<file path="src/rtl/pwm_led_driver_if.sv">
// Chip-select/write/read slave bus shared by the LED data register and the PWM driver.
// The bus master drives the strobes, address and write data; the slave returns registered read data.
interface pwm_led_driver_if;
   logic        iChip_select_n;
   logic        iWrite_n;
   logic        iRead_n;
   logic [1:0]  iAddress;
   logic [31:0] iWritedata;
   logic [31:0] oReaddata;

   modport master (
      output iChip_select_n, iWrite_n, iRead_n, iAddress, iWritedata,
      input  oReaddata
   );

   modport slave (
      input  iChip_select_n, iWrite_n, iRead_n, iAddress, iWritedata,
      output oReaddata
   );
endinterface

</file>
<file path="src/rtl/pwm_led_driver.sv">
// Memory-mapped PWM generator for the red LED.
// PERIOD/DUTY are double-buffered and only reach the counter at a period boundary.
module pwm_led_driver #(
   parameter int unsigned CNT_WIDTH = 16
) (
   input  logic            iClk,
   input  logic            iReset,
   pwm_led_driver_if.slave bus,
   output logic            oPwm,
   output logic            oPeriod_done
);
   typedef logic [CNT_WIDTH-1:0] cnt_t;
   typedef enum logic [1:0] {
      ADDR_CTRL   = 2'd0,
      ADDR_PERIOD = 2'd1,
      ADDR_DUTY   = 2'd2,
      ADDR_STATUS = 2'd3
   } addr_e;

   logic        en_q, en_d, inv_q, inv_d;
   cnt_t        period_q, period_d, duty_q, duty_d;
   cnt_t        period_act_q, period_act_d, duty_act_q, duty_act_d;
   cnt_t        cnt_q, cnt_d;
   logic        pwm_q, pwm_d, done_q, done_d;
   logic [31:0] rdata_q, rdata_d;
   logic [31:0] status;
   logic        wr_en, rd_en;
   addr_e       addr;

   assign wr_en = !bus.iChip_select_n && !bus.iWrite_n;
   assign rd_en = !bus.iChip_select_n && !bus.iRead_n;
   assign addr  = addr_e'(bus.iAddress);

   // EN occupies bit 31 even when the counter is a full 32 bits wide.
   always_comb begin
      status     = 32'(cnt_q);
      status[31] = en_q;
   end

   // NOTE: every output of a combinational block gets a default first, so no path infers a latch.
   always_comb begin
      en_d     = en_q;
      inv_d    = inv_q;
      period_d = period_q;
      duty_d   = duty_q;
      if (wr_en) begin
         case (addr)
            ADDR_CTRL: begin
               en_d  = bus.iWritedata[0];
               inv_d = bus.iWritedata[1];
            end
            ADDR_PERIOD: period_d = bus.iWritedata[CNT_WIDTH-1:0];
            ADDR_DUTY:   duty_d   = bus.iWritedata[CNT_WIDTH-1:0];
            default:     ;
         endcase
      end
   end

   always_comb begin
      rdata_d = rdata_q;
      if (rd_en) begin
         case (addr)
            ADDR_CTRL:   rdata_d = {30'd0, inv_q, en_q};
            ADDR_PERIOD: rdata_d = 32'(period_q);
            ADDR_DUTY:   rdata_d = 32'(duty_q);
            default:     rdata_d = status;
         endcase
      end
   end

   // With no period in progress (disabled or zero period) the active copies follow the pending ones.
   always_comb begin
      cnt_d        = cnt_q;
      period_act_d = period_act_q;
      duty_act_d   = duty_act_q;
      done_d       = 1'b0;
      if (!en_q || period_act_q == '0) begin
         cnt_d        = '0;
         period_act_d = period_q;
         duty_act_d   = duty_q;
      end else if (cnt_q == period_act_q - cnt_t'(1)) begin
         cnt_d        = '0;
         period_act_d = period_q;
         duty_act_d   = duty_q;
         done_d       = 1'b1;
      end else begin
         cnt_d = cnt_q + cnt_t'(1);
      end
   end

   assign pwm_d = en_q && (period_act_q != '0) && (cnt_q < duty_act_q);

   // NOTE: state registers use non-blocking assignments so every flop samples pre-edge values.
   always_ff @(posedge iClk or posedge iReset) begin
      if (iReset) begin
         en_q         <= 1'b0;
         inv_q        <= 1'b0;
         period_q     <= '0;
         duty_q       <= '0;
         period_act_q <= '0;
         duty_act_q   <= '0;
         cnt_q        <= '0;
         pwm_q        <= 1'b0;
         done_q       <= 1'b0;
         rdata_q      <= '0;
      end else begin
         en_q         <= en_d;
         inv_q        <= inv_d;
         period_q     <= period_d;
         duty_q       <= duty_d;
         period_act_q <= period_act_d;
         duty_act_q   <= duty_act_d;
         cnt_q        <= cnt_d;
         pwm_q        <= pwm_d;
         done_q       <= done_d;
         rdata_q      <= rdata_d;
      end
   end

   assign oPwm          = pwm_q ^ inv_q;
   assign oPeriod_done  = done_q;
   assign bus.oReaddata = rdata_q;
endmodule

</file>
<file path="src/flat_wrapper.sv">
// flat-port wrapper written by rule: the top's interface ports become plain ports
module pwm_led_driver_flat 
#(
   parameter int unsigned CNT_WIDTH = 16
)
  (iClk, iReset, oPwm, oPeriod_done, bus_iChip_select_n, bus_iWrite_n, bus_iRead_n, bus_iAddress, bus_iWritedata, bus_oReaddata);
  pwm_led_driver_if bus_i ();
  input  logic iClk;
  input  logic iReset;
  output logic oPwm;
  output logic oPeriod_done;
  input wire logic [$bits(bus_i.iChip_select_n)-1:0] bus_iChip_select_n;
  input wire logic [$bits(bus_i.iWrite_n)-1:0] bus_iWrite_n;
  input wire logic [$bits(bus_i.iRead_n)-1:0] bus_iRead_n;
  input wire logic [$bits(bus_i.iAddress)-1:0] bus_iAddress;
  input wire logic [$bits(bus_i.iWritedata)-1:0] bus_iWritedata;
  output wire logic [$bits(bus_i.oReaddata)-1:0] bus_oReaddata;
  assign bus_i.iChip_select_n = bus_iChip_select_n;
  assign bus_i.iWrite_n = bus_iWrite_n;
  assign bus_i.iRead_n = bus_iRead_n;
  assign bus_i.iAddress = bus_iAddress;
  assign bus_i.iWritedata = bus_iWritedata;
  assign bus_oReaddata = bus_i.oReaddata;
  pwm_led_driver #(.CNT_WIDTH(CNT_WIDTH)) u_core (.iClk(iClk), .iReset(iReset), .bus(bus_i), .oPwm(oPwm), .oPeriod_done(oPeriod_done));
endmodule
</file>
<file path="config.mk">
export PLATFORM = sky130hd
export DESIGN_NAME = pwm_led_driver_flat
export DESIGN_NICKNAME = d
export VERILOG_FILES = /design/src/rtl/pwm_led_driver_if.sv /design/src/rtl/pwm_led_driver.sv /design/src/flat_wrapper.sv
export SDC_FILE = /design/constraint.sdc
export NUM_CORES = 1
export LEC_CHECK = 0
export ABC_CLOCK_PERIOD_IN_PS = 8300
export BUFFER_PORTS_ARGS = -buffer_cell sky130_fd_sc_hd__buf_4
export CORE_ASPECT_RATIO = 2
export CORE_UTILIZATION = 40
export CTS_BUF_LIST = sky130_fd_sc_hd__clkbuf_16
export DETAILED_ROUTE_END_ITERATION = 12
export PLACE_DENSITY = 0.62
export SYNTH_ARGS = -nofsm -noshare
export SYNTH_HDL_FRONTEND = slang
export SYNTH_SLANG_ARGS = --single-unit
</file>
<file path="constraint.sdc">
create_clock -name iClk -period 8.3 [get_ports iClk]
set_clock_uncertainty 0.2 [all_clocks]
set_input_delay 1.66 -clock iClk [delete_from_list [all_inputs] [get_ports iClk]]
set_output_delay 1.66 -clock iClk [all_outputs]
set_load 0.03 [all_outputs]
</file>
==> results.md, run 1 <==
Floorplanning:
- The vertical die dimension is 166 um.
- The initial cell density of the core is 41.2%.
- The core outline area is 13100 um2.
- The width of the die is 84.1 um.
- The floorplan has 59 rows.
- 73 I/O pins were placed.
- The floorplan step defined a die boundary enclosing 14000 um2.

Synthesis:
- Sequential elements use 46.9% of the synthesized area.
- The number of flops mapped to enable cells by yosys is 0.
- The proportion of netlist area held by the largest area contributor is 46.9%.
- Synthesis inferred 101 register bits.
- The most frequently used cell type in the post-synthesis netlist is dfrtp_1.
- After synthesis, the share of flip-flops with an asynchronous set or reset is 100%.
- Synthesis handed over a netlist of 478 instances.
- The number of different library cells used by synthesis comes to 56.
- The synthesized netlist occupies a cell area of 5390 um2.
- The number of warnings issued by yosys is 0.
- In the synthesized netlist, the cells that appear most often are 101 x dfrtp_1, 66 x mux2_2, 29 x nand2_1, 25 x o21ai_0, 24 x inv_1.
- In the synthesized netlist the dominant register cell turns out to be dfrtp_1.
- The top cell type by total area after synthesis is dfrtp_1.
- The post-synthesis area per instance is 11.3 um2.
- In the post-synthesis netlist, the biggest area contributors are dfrtp_1 47%, mux2_2 14%, ha_1 3.9%, xnor2_1 2.9%, mux2_4 2.8%.

Place:
- The congestion estimate from routability-driven global placement came to 0.871.
- The count of buffers from port buffering is 41.
- Including well taps, the total number of placed cells is 649.
- The HPWL after detailed placement is 8.30 mm.
- The post-place setup slack is 4.50 ns.

STA:
- The timing-limited maximum frequency is 0.262 GHz.
- Setup violations remaining at the end of the flow were counted as 0.
- The relative max-transition margin is 42.9%.
- The time the worst path needs with I/O delays and setup is 3.82 ns.
- The share of the cycle needed by the critical path after routing is 46.0%.
- At the pin with the least slew margin, the transition time is 0.845 ns.
- Setup repair after global routing left no endpoint under its margin.
- The number of hold-slack violations in the final timing report is 0.
- The sum of negative setup slack is 0 ns.
- The worst path setup slack after routing is 4.48 ns.
- The final number of max-transition violations was 0.

Run:
- Max-cap violations in this run came to 0.

Finish:
- After the flow finishes, the layout carries non-filler instances totaling 664.
- At the end of the flow the core is filled with cells to 46.3%.
- Cells with a size suffix above 1 make up 28.9% of the layout.
- The final antenna diode count is 0.
- The net count of the finished layout is 564.
- The area added between synthesis and finish is 12.3%.

Clock tree:
- CTS placed an instance of clkbuf_16 at the clock tree root.
- The clock drives 101 sinks.
- Post-CTS timing repair inserted 0 buffers for setup.
- The latest clock arrival within the worst-skew pair is 0.34 ns.
- Clock-pin slew was measured on the worst setup and hold paths at 0.07 ns.
- The number of hold buffers added after CTS is 0.
- The number of buffers created by CTS is 9.
- The CTS tree is done.
- After clock tree synthesis, the repair step resized 0 gates.
- The largest buffer count on any clock path is 2.
- The clock tree synthesis step divided the H-tree into 3 levels.

Global routing:
- The wire length of the first global-routing pass is 19.4 mm.
- The maximum number of pins on one net before global-route repair is 57.
- The final global-route overflow total is 0.
- The total global-route track usage is 17.8%.
- The initial antenna violation count is 0.
- The via count of the first global-routing pass is 3891.

Detailed routing:
- The detailed-routing iteration count for the pre-antenna-repair pass is 8.
- The uppermost layer routed is met4.
- Summed over all nets, wire length on met2 after detailed routing comes to 6.30 mm.
- For this run, design rule violations remaining after detail routing come to 10.
- After detailed routing, the average wire length per cell comes to 17.4 um.
- The post-detailed-routing wire length is 11.5 mm.
- For this block, wires on met1 add up to 4.53 mm.
- Detailed routing placed a total of 315 um of wire on met3.
- The total number of vias is 3583.
- The via-per-instance ratio is 5.40.
- The count of nets left with antenna violations once routing finished came out at 0.
- The detailed router finished its first iteration with 174 violations.

Power:
- For this design the total switching power over the nets is 0.535 mW.
- The part of the total power dissipated in sequential elements is 45.1%.
- Internal power comes to 1.08 mW.
- The net switching share of the total power is 33.1%.
- The leakage power is 2.78 nW.
- The clock network burns 25.5% of the power.
- The power density over the cells is 267 nW/um2.
- Combinational logic is responsible for 29.3% of the overall power.
- The maximum vdd drop is 0.119 mV.

Setup path:
- Data on the critical path is required at its endpoint by 8.33 ns.
- The worst setup path is launched from a flip-flop.
- The endpoint class of the critical path is a flip-flop.
- The arrival time of data at the critical path endpoint is 3.84 ns.
- The largest fanout on the critical path is 34.
- The setup path with the least slack is of type reg -> reg.

Worst hold path:
- In this run the worst hold path is classified as reg -> reg.

Run status:
- The checks that failed: DRC.
- The run finished, with violations left.
through the flow:
stage                     hold WS [ns]  total power [mW]  cell area [um2]
after floorplan                  0.279              1.09             5440
after global placement           0.270              1.20             5760
after detailed placement         0.276              1.22             5760
after CTS                        0.296              1.63             6050
after global routing             0.321              1.72             6050
final                            0.292              1.62             6050
per-layer routing:
layer / up-vias / track usage, %
li1: 1718 / -
met1: 1766 / 19.0
met2: 71 / 32.8
met3: 28 / 3.58
met4: 0 / 8.55
met5: - / 0
cells by family (layout without fill, tap and decap cells):
| kind of cell | count (synthesis) | in the layout | synth area share (%) |
|---|---|---|---|
| compound gates | 73 | 73 | 9.15 |
| mux | 80 | 80 | 17.8 |
| simple gates | 112 | 112 | 11.3 |
| flops | 101 | 101 | 46.9 |
| xor+xnor | 29 | 29 | 4.72 |
| buf+inv | 65 | 85 | 6.11 |
| fa+ha+maj | 17 | 17 | 3.95 |
| other cells | 1 | 15 | 0.0696 |
worst max-delay path, cell delays in order, from the launching register on:
cell	delay, ns
dfrtp_1	0.46
inv_1	0.09
ha_1	0.25
or3b_2	0.51
o311ai_0	0.31
o211ai_1	0.15
a32oi_1	0.23
nor3_2	0.11
a21oi_4	0.51
buf_4	0.46
mux2_2	0.38
cell usage in the layout, fill, tap and decap left out, types with 3 or more instances in the layout:
cell and instances:
mux2_2 66, a21o_1 7, ha_1 17, xor2_1 11
nand3_1 8, inv_1 23, nand2_1 29, and3_1 3
dfrtp_1 101, mux2_4 10, nor2_1 13, o21ai_0 25
and2_1 16, buf_4 46, o21a_1 3, nor4_1 6
o2bb2ai_1 3, clkbuf_16 9, or4_1 4, or3_1 5
nor2b_1 5, nor3_1 4, nand4_1 6, or2_2 3
conb_1 15, a22oi_1 15, xnor2_1 18
final cells by class:
class / instances / area, um2
Tap cell: 152 / 190
Inverter: 24 / 92.6
Clock buffer: 9 / 225
Clock inverter: 6 / 63.8
Multi-Input combinational cell: 326 / 2610
Timing Repair Buffer: 46 / 345
Sequential cell: 101 / 2530
Fill cell: 1204 / 7020
registers in the layout, summed over array words and instances, names as in the netlist:
register and count:
u_core.duty_q 16, u_core.duty_act_q 16, u_core.oPeriod_done 1, u_core.inv_q 1
u_core.cnt_q 16, u_core.pwm_q 1, u_core.en_q 1, u_core.period_q 16
u_core.bus.oReaddata 17, u_core.period_act_q 16
power by group through the flow:
stage | Sequential [mW] | Clock [mW] | Combinational, mW
floorplan | 0.720 | 0 | 0.369
detailed placement | 0.739 | 0 | 0.476
finish | 0.730 | 0.413 | 0.474
global placement | 0.734 | 0 | 0.464
CTS | 0.730 | 0.423 | 0.479
global route | 0.749 | 0.448 | 0.523
worst paths after layout:
kind	start	to	slack, ns	cells past startpoint
min in group asynchronous	iReset	u_core.bus.oReaddata[14]	1.17	2
min reg2reg	u_core.bus.oReaddata[6]	u_core.bus.oReaddata[6]	0.29	2
max in group asynchronous	iReset	u_core.duty_act_q[13]	5.55	3
max reg2reg	u_core.period_act_q[0]	u_core.period_act_q[11]	4.48	10
max	u_core.period_act_q[0]	u_core.period_act_q[11]	4.48	10
min	u_core.bus.oReaddata[6]	u_core.bus.oReaddata[6]	0.29	2
No activity file was read; power rests on OpenSTA's default activity.
==> run 2, diff against run 1 <==
- ABC_CLOCK_PERIOD_IN_PS: 8300 -> 3500
- PLACE_DENSITY: 0.62 -> 0.64
- clock period: 8.3 -> 3.5 ns (I/O delays scaled with it)
==> results.md, run 2 (synthesized netlist as in run 1, its figures left out) <==
Detailed routing:
- The total number of vias came to 3691 (+3.0%).
- The detailed-routing iteration count for the pre-antenna-repair pass was 8 (unchanged).
- The via-per-instance ratio is 5.48 (+1.5%).
- The final routed DRC violation total is 16 (+6).
- The detail-routed net length per standard cell is 18.1 um (+4.0%).
- The post-detailed-routing wire length is 12.2 mm (+5.6%).
- The post-detailed-route count of antenna-violating nets was 0 (unchanged).
- The number of design-rule violations left by the first detailed-router iteration is 235 (+35%).

STA:
- The share of the cycle needed by the critical path after routing is 90.7% (+45 points).
- Setup repair after global routing left no endpoint under its margin.
- The sum of negative setup slack was 0 ns (unchanged).
- The time the worst path needs with I/O delays and setup came to 3.18 ns (-0.641 ns).
- The count of endpoints failing setup in the final report is 0 (unchanged).
- The number of hold-slack violations in the final timing report is 0 (unchanged).
- The final number of max-transition violations is 0 (unchanged).
- The timing-limited maximum frequency is 0.315 GHz (+20%).
- The pin slew with the least headroom to its limit came to 0.931 ns (+0.0863 ns).
- The relative max-transition margin was 37.8% (-5.1 points).

Power:
- The part of the total power dissipated in sequential elements is 43.9% (-1.2 points).
- The cell-internal power is 2.61 mW (+140%).
- The leakage power was 2.83 nW (+2.0%).
- The power density over the cells was 632 nW/um2 (+140%).
- The net switching share of the total power is 32.9% (-0.18 points).
- The switching power of the nets is 1.28 mW (+140%).
- The power share of the combinational group is 31.1% (+1.8 points).
- The maximum vdd drop is 0.316 mV (+160%).
- The share of total power in the clock network is 25.0% (-0.5 points).

Place:
- The instance count after placement with tap cells included is 658 (+1.4%).
- The HPWL after detailed placement is 8.75 mm (+5.4%).
- The final weighted congestion in routability-driven placement is 0.811 (-6.9%).
- The count of buffers from port buffering was 41 (unchanged).

Setup path:
- The required time of the critical path is 3.52 ns (-4.81 ns).
- The depth of the worst register-to-register path is 10 (unchanged).
- The worst setup path is of the reg -> reg kind.
- In this run the critical register-to-register path is captured at u_core.period_act_q[6].
- The capture point of the worst path is u_core.period_act_q[6].
- The arrival time of data at the critical path endpoint is 3.20 ns (-0.64 ns).
- The largest fanout on the critical path was 26 (-24%).
- The worst-case register-to-register setup slack was 0.32 ns (-4.16 ns).
- The endpoint class of the critical path is a flip-flop.
- The worst register-to-register path begins at u_core.period_act_q[0].
- The worst setup path is launched from a flip-flop.
- In this run the worst setup path begins at u_core.period_act_q[0].

Finish:
- The commonest non-fill, non-tap cell in the layout is dfrtp_1.
- The net count of the finished layout is 573 (+1.6%).
- The number of fillers in the final layout is 1191 (-1.1%).
- The number of non-filler instances in the completed layout was 674 (+1.5%).
- The flip-flop count of the largest register after layout is 17 (unchanged).
- The area added between synthesis and finish is 14.3%.
- The final antenna diode count is 0 (unchanged).
- In the layout the commonest cells are 101 x dfrtp_1, 66 x mux2_2, 52 x buf_4.
- The fraction of layout instances using a drive strength above 1 is 29.9% (+0.98 points).

Global routing:
- The initial antenna violation count was 0 (unchanged).
- The total global-route track usage came to 18.9% (+1.1 points).
- The maximum number of pins on one net before global-route repair is 43 (-25%).
- The via count of the first global-routing pass is 3963 (+1.9%).
- The final global-route overflow total was 0 (unchanged).
- The wire length of the first global-routing pass is 20.3 mm (+4.4%).

Clock tree:
- The clock-pin slew reported for the worst setup and hold paths after clock tree synthesis is 0.06 ns (about the same).
- The number of gates resized after cts is 0 (unchanged).
- The number of buffers created by CTS is 9 (unchanged).
- The clock net sink count was 101 (unchanged).
- The CTS tree is done.
- The largest buffer count on any clock path is 2 (unchanged).
- The clock root buffer is clkbuf_16.
- The number of levels in the clock H-tree came to 3 (unchanged).
- The number of hold buffers added after CTS is 0 (unchanged).
- The buffers inserted during post-CTS setup optimization was 0 (unchanged).
- The latest clock arrival within the worst-skew pair is 0.34 ns (about the same).

Floorplanning:
- The number of primary I/O pins is 73 (unchanged).
- The core outline area was 13100 um2 (unchanged).
- The die outline area is 14000 um2 (unchanged).
- The width of the die is 84.1 um (unchanged).
- The number of rows in the core area is 59 (unchanged).
- The vertical die dimension is 166 um (unchanged).
- The initial cell density of the core is 41.2% (unchanged).

Run status:
- The flow ran to the end, but the final reports show violations.
- The checks that failed: DRC.

Run:
- The max-capacitance violation count is 0 (unchanged).

Worst hold path:
- In this run the worst hold path is classified as reg -> reg.
==> run 2: cell types whose count changed in the layout (fill, tap and decap cells not counted) <==
| cell | previous run | this run |
|---|---|---|
| buf_12 | 0 | 3 |
| inv_4 | 1 | 0 |
| clkinvlp_4 | 1 | 2 |
| inv_1 | 23 | 24 |
| clkinv_2 | 1 | 0 |
| buf_4 | 46 | 52 |
| clkinv_1 | 1 | 2 |
==> run 2: routing by layer <==
metal	vias up	routed length (um)	global-route usage (%)
li1	1737	-	-
met1	1876	4470	19.2
met2	57	7090	37.0
met3	21	305	3.03
met4	0	330	8.10
met5	-	0	0
==> run 2: worst min-delay path by stage <==
| stage | slack, ns | from | cells past startpoint | endpoint |
|---|---|---|---|---|
| CTS | 0.29 | u_core.bus.oReaddata[13] | 2 | u_core.bus.oReaddata[13] |
| detailed placement | 0.27 | u_core.bus.oReaddata[13] | 2 | u_core.bus.oReaddata[13] |
| global placement | 0.27 | u_core.bus.oReaddata[3] | 2 | u_core.bus.oReaddata[3] |
| finish | 0.28 | u_core.bus.oReaddata[4] | 2 | u_core.bus.oReaddata[4] |
| global route | 0.31 | u_core.bus.oReaddata[14] | 2 | u_core.bus.oReaddata[14] |
| floorplan | 0.28 | u_core.duty_act_q[10] | 1 | u_core.duty_act_q[10] |
==> run 2: worst max-delay path, cell delays in order (launching register included) <==
cell and delay [ns]:
dfrtp_1 0.39, inv_1 0.07, ha_1 0.26, or3b_2 0.51, or3_1 0.36, a22oi_1 0.23
o2111ai_1 0.16, nor3_2 0.26, a21oi_4 0.12, buf_12 0.18, mux2_4 0.30
==> run 2: layout make-up <==
class | count | area [um2] | area share [%]
timing repair buffer | 55 | 450 | 7.31
multi-input combinational | 326 | 2610 | 42.3
clock buffer | 9 | 225 | 3.66
clock inverter | 7 | 66.3 | 1.08
inverter | 24 | 93.8 | 1.52
tap | 152 | 190 | 3.09
sequential | 101 | 2530 | 41.0
==> run 2: per-stage QoR <==
step                power, mW  setup slack [ns]  util (%)  cell area, um2  hold WS [ns]
finish                   3.89             0.325      47.1            6160         0.279
global route             4.13            0.0857      47.1            6160         0.311
CTS                      3.93             0.315      47.1            6160         0.287
detailed placement       2.95             0.337      44.9            5870         0.272
global placement         2.90             0.359      44.9            5870         0.267
floorplan                2.58             0.493         -            5440         0.279
==> run 2: power groups by stage <==
| stage | clock (mW) | combinational [mW] | sequential, mW |
|---|---|---|---|
| floorplan | 0 | 0.876 | 1.71 |
| global placement | 0 | 1.19 | 1.71 |
| detailed placement | 0 | 1.22 | 1.73 |
| CTS | 0.998 | 1.23 | 1.71 |
| global route | 1.04 | 1.34 | 1.75 |
| finish | 0.972 | 1.21 | 1.71 |
==> run 3, diff against run 2 <==
- CORE_UTILIZATION: 40 -> 52
- CTS_CLUSTER_SIZE: not set -> 30
- PLACE_DENSITY: 0.64 -> 0.79
==> results.md, run 3 (synthesized netlist as in run 1, its figures left out) <==
STA:
- The relative max-transition margin is 60.8% (+23 points).
- The pin slew with the least headroom to its limit is 0.583 ns (-0.348 ns).
- The count of endpoints failing setup in the final report came to 0 (unchanged).
- Setup repair after global routing left no endpoint under its margin.
- The share of the cycle needed by the critical path after routing came to 93.4% (+2.7 points).
- The timing-limited maximum frequency is 0.306 GHz (-2.9%).
- The sum of negative setup slack came to 0 ns (unchanged).
- The time the worst path needs with I/O delays and setup is 3.27 ns (+0.0938 ns).
- The worst slack on hold paths is 0.285 ns (+0.00599 ns).
- The number of hold-slack violations in the final timing report is 0 (unchanged).
- The final number of max-transition violations was 0 (unchanged).

Detailed routing:
- The via-per-instance ratio was 5.75 (+5.0%).
- The number of design-rule violations left by the first detailed-router iteration is 201 (-14%).
- The post-detailed-route count of antenna-violating nets is 0 (unchanged).
- The total number of vias is 3779 (+2.4%).
- The final routed DRC violation total was 0 (-16).
- The post-detailed-routing wire length came to 11.6 mm (-4.9%).
- The detailed-routing iteration count for the pre-antenna-repair pass came to 4 (-4).
- The detail-routed net length per standard cell was 17.6 um (-2.4%).

Global routing:
- The initial antenna violation count is 0 (unchanged).
- The final global-route overflow total came to 0 (unchanged).
- The maximum number of pins on one net before global-route repair is 102 (+140%).
- The total global-route track usage was 23.4% (+4.5 points).
- The via count of the first global-routing pass came to 3899 (-1.6%).
- The wire length of the first global-routing pass is 19.1 mm (-5.6%).

Finish:
- The number of non-filler instances in the completed layout is 657 (-2.5%).
- In the layout the commonest cells are 101 x dfrtp_1, 66 x mux2_2, 52 x buf_4.
- The commonest non-fill, non-tap cell in the layout is dfrtp_1.
- The area added between synthesis and finish is 14.1%.
- The number of fillers in the final layout came to 800 (-33%).
- The core utilization of the finished layout is 60.9% (+14 points).
- The flip-flop count of the largest register after layout is 17 (unchanged).
- The net count of the finished layout is 573 (unchanged).
- The final antenna diode count is 0 (unchanged).
- The fraction of layout instances using a drive strength above 1 was 30.3% (+0.38 points).

Clock tree:
- The latest clock arrival within the worst-skew pair came to 0.34 ns (about the same).
- The number of hold buffers added after CTS is 0 (unchanged).
- The clock net sink count was 101 (unchanged).
- The tree is rooted in a clkbuf_16.
- The number of levels in the clock H-tree came to 3 (unchanged).
- The CTS tree is done.
- The largest buffer count on any clock path is 2 (unchanged).
- The number of buffers created by CTS is 9 (unchanged).
- The clock-pin slew reported for the worst setup and hold paths after clock tree synthesis is 0.07 ns (about the same).

Floorplanning:
- The core outline area is 10100 um2 (-23%).
- The width of the die came to 74.0 um (-12%).
- The number of rows in the core area came to 52 (-12%).
- The initial cell density of the core is 53.4% (+12 points).
- The die outline area was 10800 um2 (-23%).
- The number of primary I/O pins is 73 (unchanged).
- The vertical die dimension is 146 um (-12%).

Place:
- The instance count after placement with tap cells included is 637 (-3.2%).
- The count of buffers from port buffering is 41 (unchanged).
- The final weighted congestion in routability-driven placement came to 0.914 (+13%).
- The HPWL after detailed placement was 8.37 mm (-4.3%).

Power:
- The power density over the cells is 642 nW/um2 (+1.6%).
- The maximum vdd drop is 0.404 mV (+28%).
- The leakage power is 2.83 nW (about the same).

Setup path:
- In this run the worst setup path terminates at u_core.period_act_q[5].
- The endpoint class of the critical path is a flip-flop.
- The worst-case register-to-register setup slack was 0.23 ns (-0.09 ns).
- The end of the worst register-to-register path is u_core.period_act_q[5].
- Tracing the worst setup path back leads to its startpoint at u_core.period_act_q[0].
- The largest fanout on the critical path was 22 (-15%).
- The startpoint of the worst register-to-register path is u_core.period_act_q[0].
- The depth of the worst register-to-register path was 10 (unchanged).
- The worst setup path is launched from a flip-flop.
- The required time of the critical path is 3.53 ns (about the same).
- The arrival time of data at the critical path endpoint came to 3.29 ns (+0.09 ns).
- The type of the setup path with the least slack is reg -> reg.

Run status:
- The flow ran to the end, and the final reports show no timing, DRC or antenna violations.

Run:
- The max-capacitance violation count is 0 (unchanged).

Worst hold path:
- The classification of the worst-slack hold path is in -> async.
-- run 3: cell count changes in the layout (fill, tap and decap cells not counted) --
| cell | previous run | this run |
|---|---|---|
| clkinv_1 | 2 | 0 |
| clkinvlp_4 | 2 | 3 |
| inv_6 | 1 | 2 |
-- run 3: report_power, final --
part / switching (mW) / internal (mW) / leakage, nW
Sequential: 0.287 / 1.45 / 1.27
Clock: 0.436 / 0.558 / 0.144
Combinational: 0.599 / 0.616 / 1.42
Total: 1.32 / 2.62 / 2.83
-- run 3: metal layers --
layer / GRT usage [%] / vias to the layer above / wire length [um]
met5: 0 / - / 0
met4: 11.1 / 0 / 434
met3: 3.05 / 36 / 358
met2: 41.0 / 108 / 6360
met1: 27.3 / 1894 / 4440
li1: - / 1741 / -
-- run 3: how the worst min path moves through the flow --
stage	startpoint	to	slack (ns)	cells past startpoint
final	iReset	u_core.oPeriod_done	0.28	3
after global routing	u_core.duty_act_q[6]	u_core.duty_act_q[6]	0.33	1
after CTS	u_core.bus.oReaddata[4]	u_core.bus.oReaddata[4]	0.30	2
after detailed placement	u_core.bus.oReaddata[9]	u_core.bus.oReaddata[9]	0.28	2
after global placement	u_core.bus.oReaddata[5]	u_core.bus.oReaddata[5]	0.27	2
after floorplan	u_core.duty_act_q[10]	u_core.duty_act_q[10]	0.28	1
-- run 3: timing repair --
item	CTS	global route
endpoints found under the setup margin	0	24
endpoints found under the hold margin	0	0
buffers inserted	0	4
gates resized for setup	0	0
-- run 3: layout make-up --
class,instances,area [um2],area share (%)
Clock buffer,9,225,3.66
Clock inverter,7,75.1,1.22
Sequential cell,101,2530,41.1
Timing Repair Buffer,55,450,7.33
Tap cell,135,169,2.75
Multi-Input combinational cell,326,2610,42.4
Inverter,24,93.8,1.53
-- run 3: worst max-delay path: stages (launching register included) --
cell,delay [ns]
dfrtp_1,0.46
inv_1,0.09
ha_1,0.18
or3b_2,0.49
or3_1,0.36
a22oi_1,0.26
o2111ai_1,0.17
nor3_2,0.28
a21oi_4,0.16
buf_12,0.19
mux2_4,0.30
-- run 3: per-stage QoR --
stage               area, um2  power, mW  worst slack (ns)
floorplan                5440       2.58             0.493
global placement         5820       2.88             0.207
detailed placement       5820       2.94             0.165
CTS                      6120       3.94             0.121
global route             6150       4.15            0.0574
finish                   6150       3.95             0.231
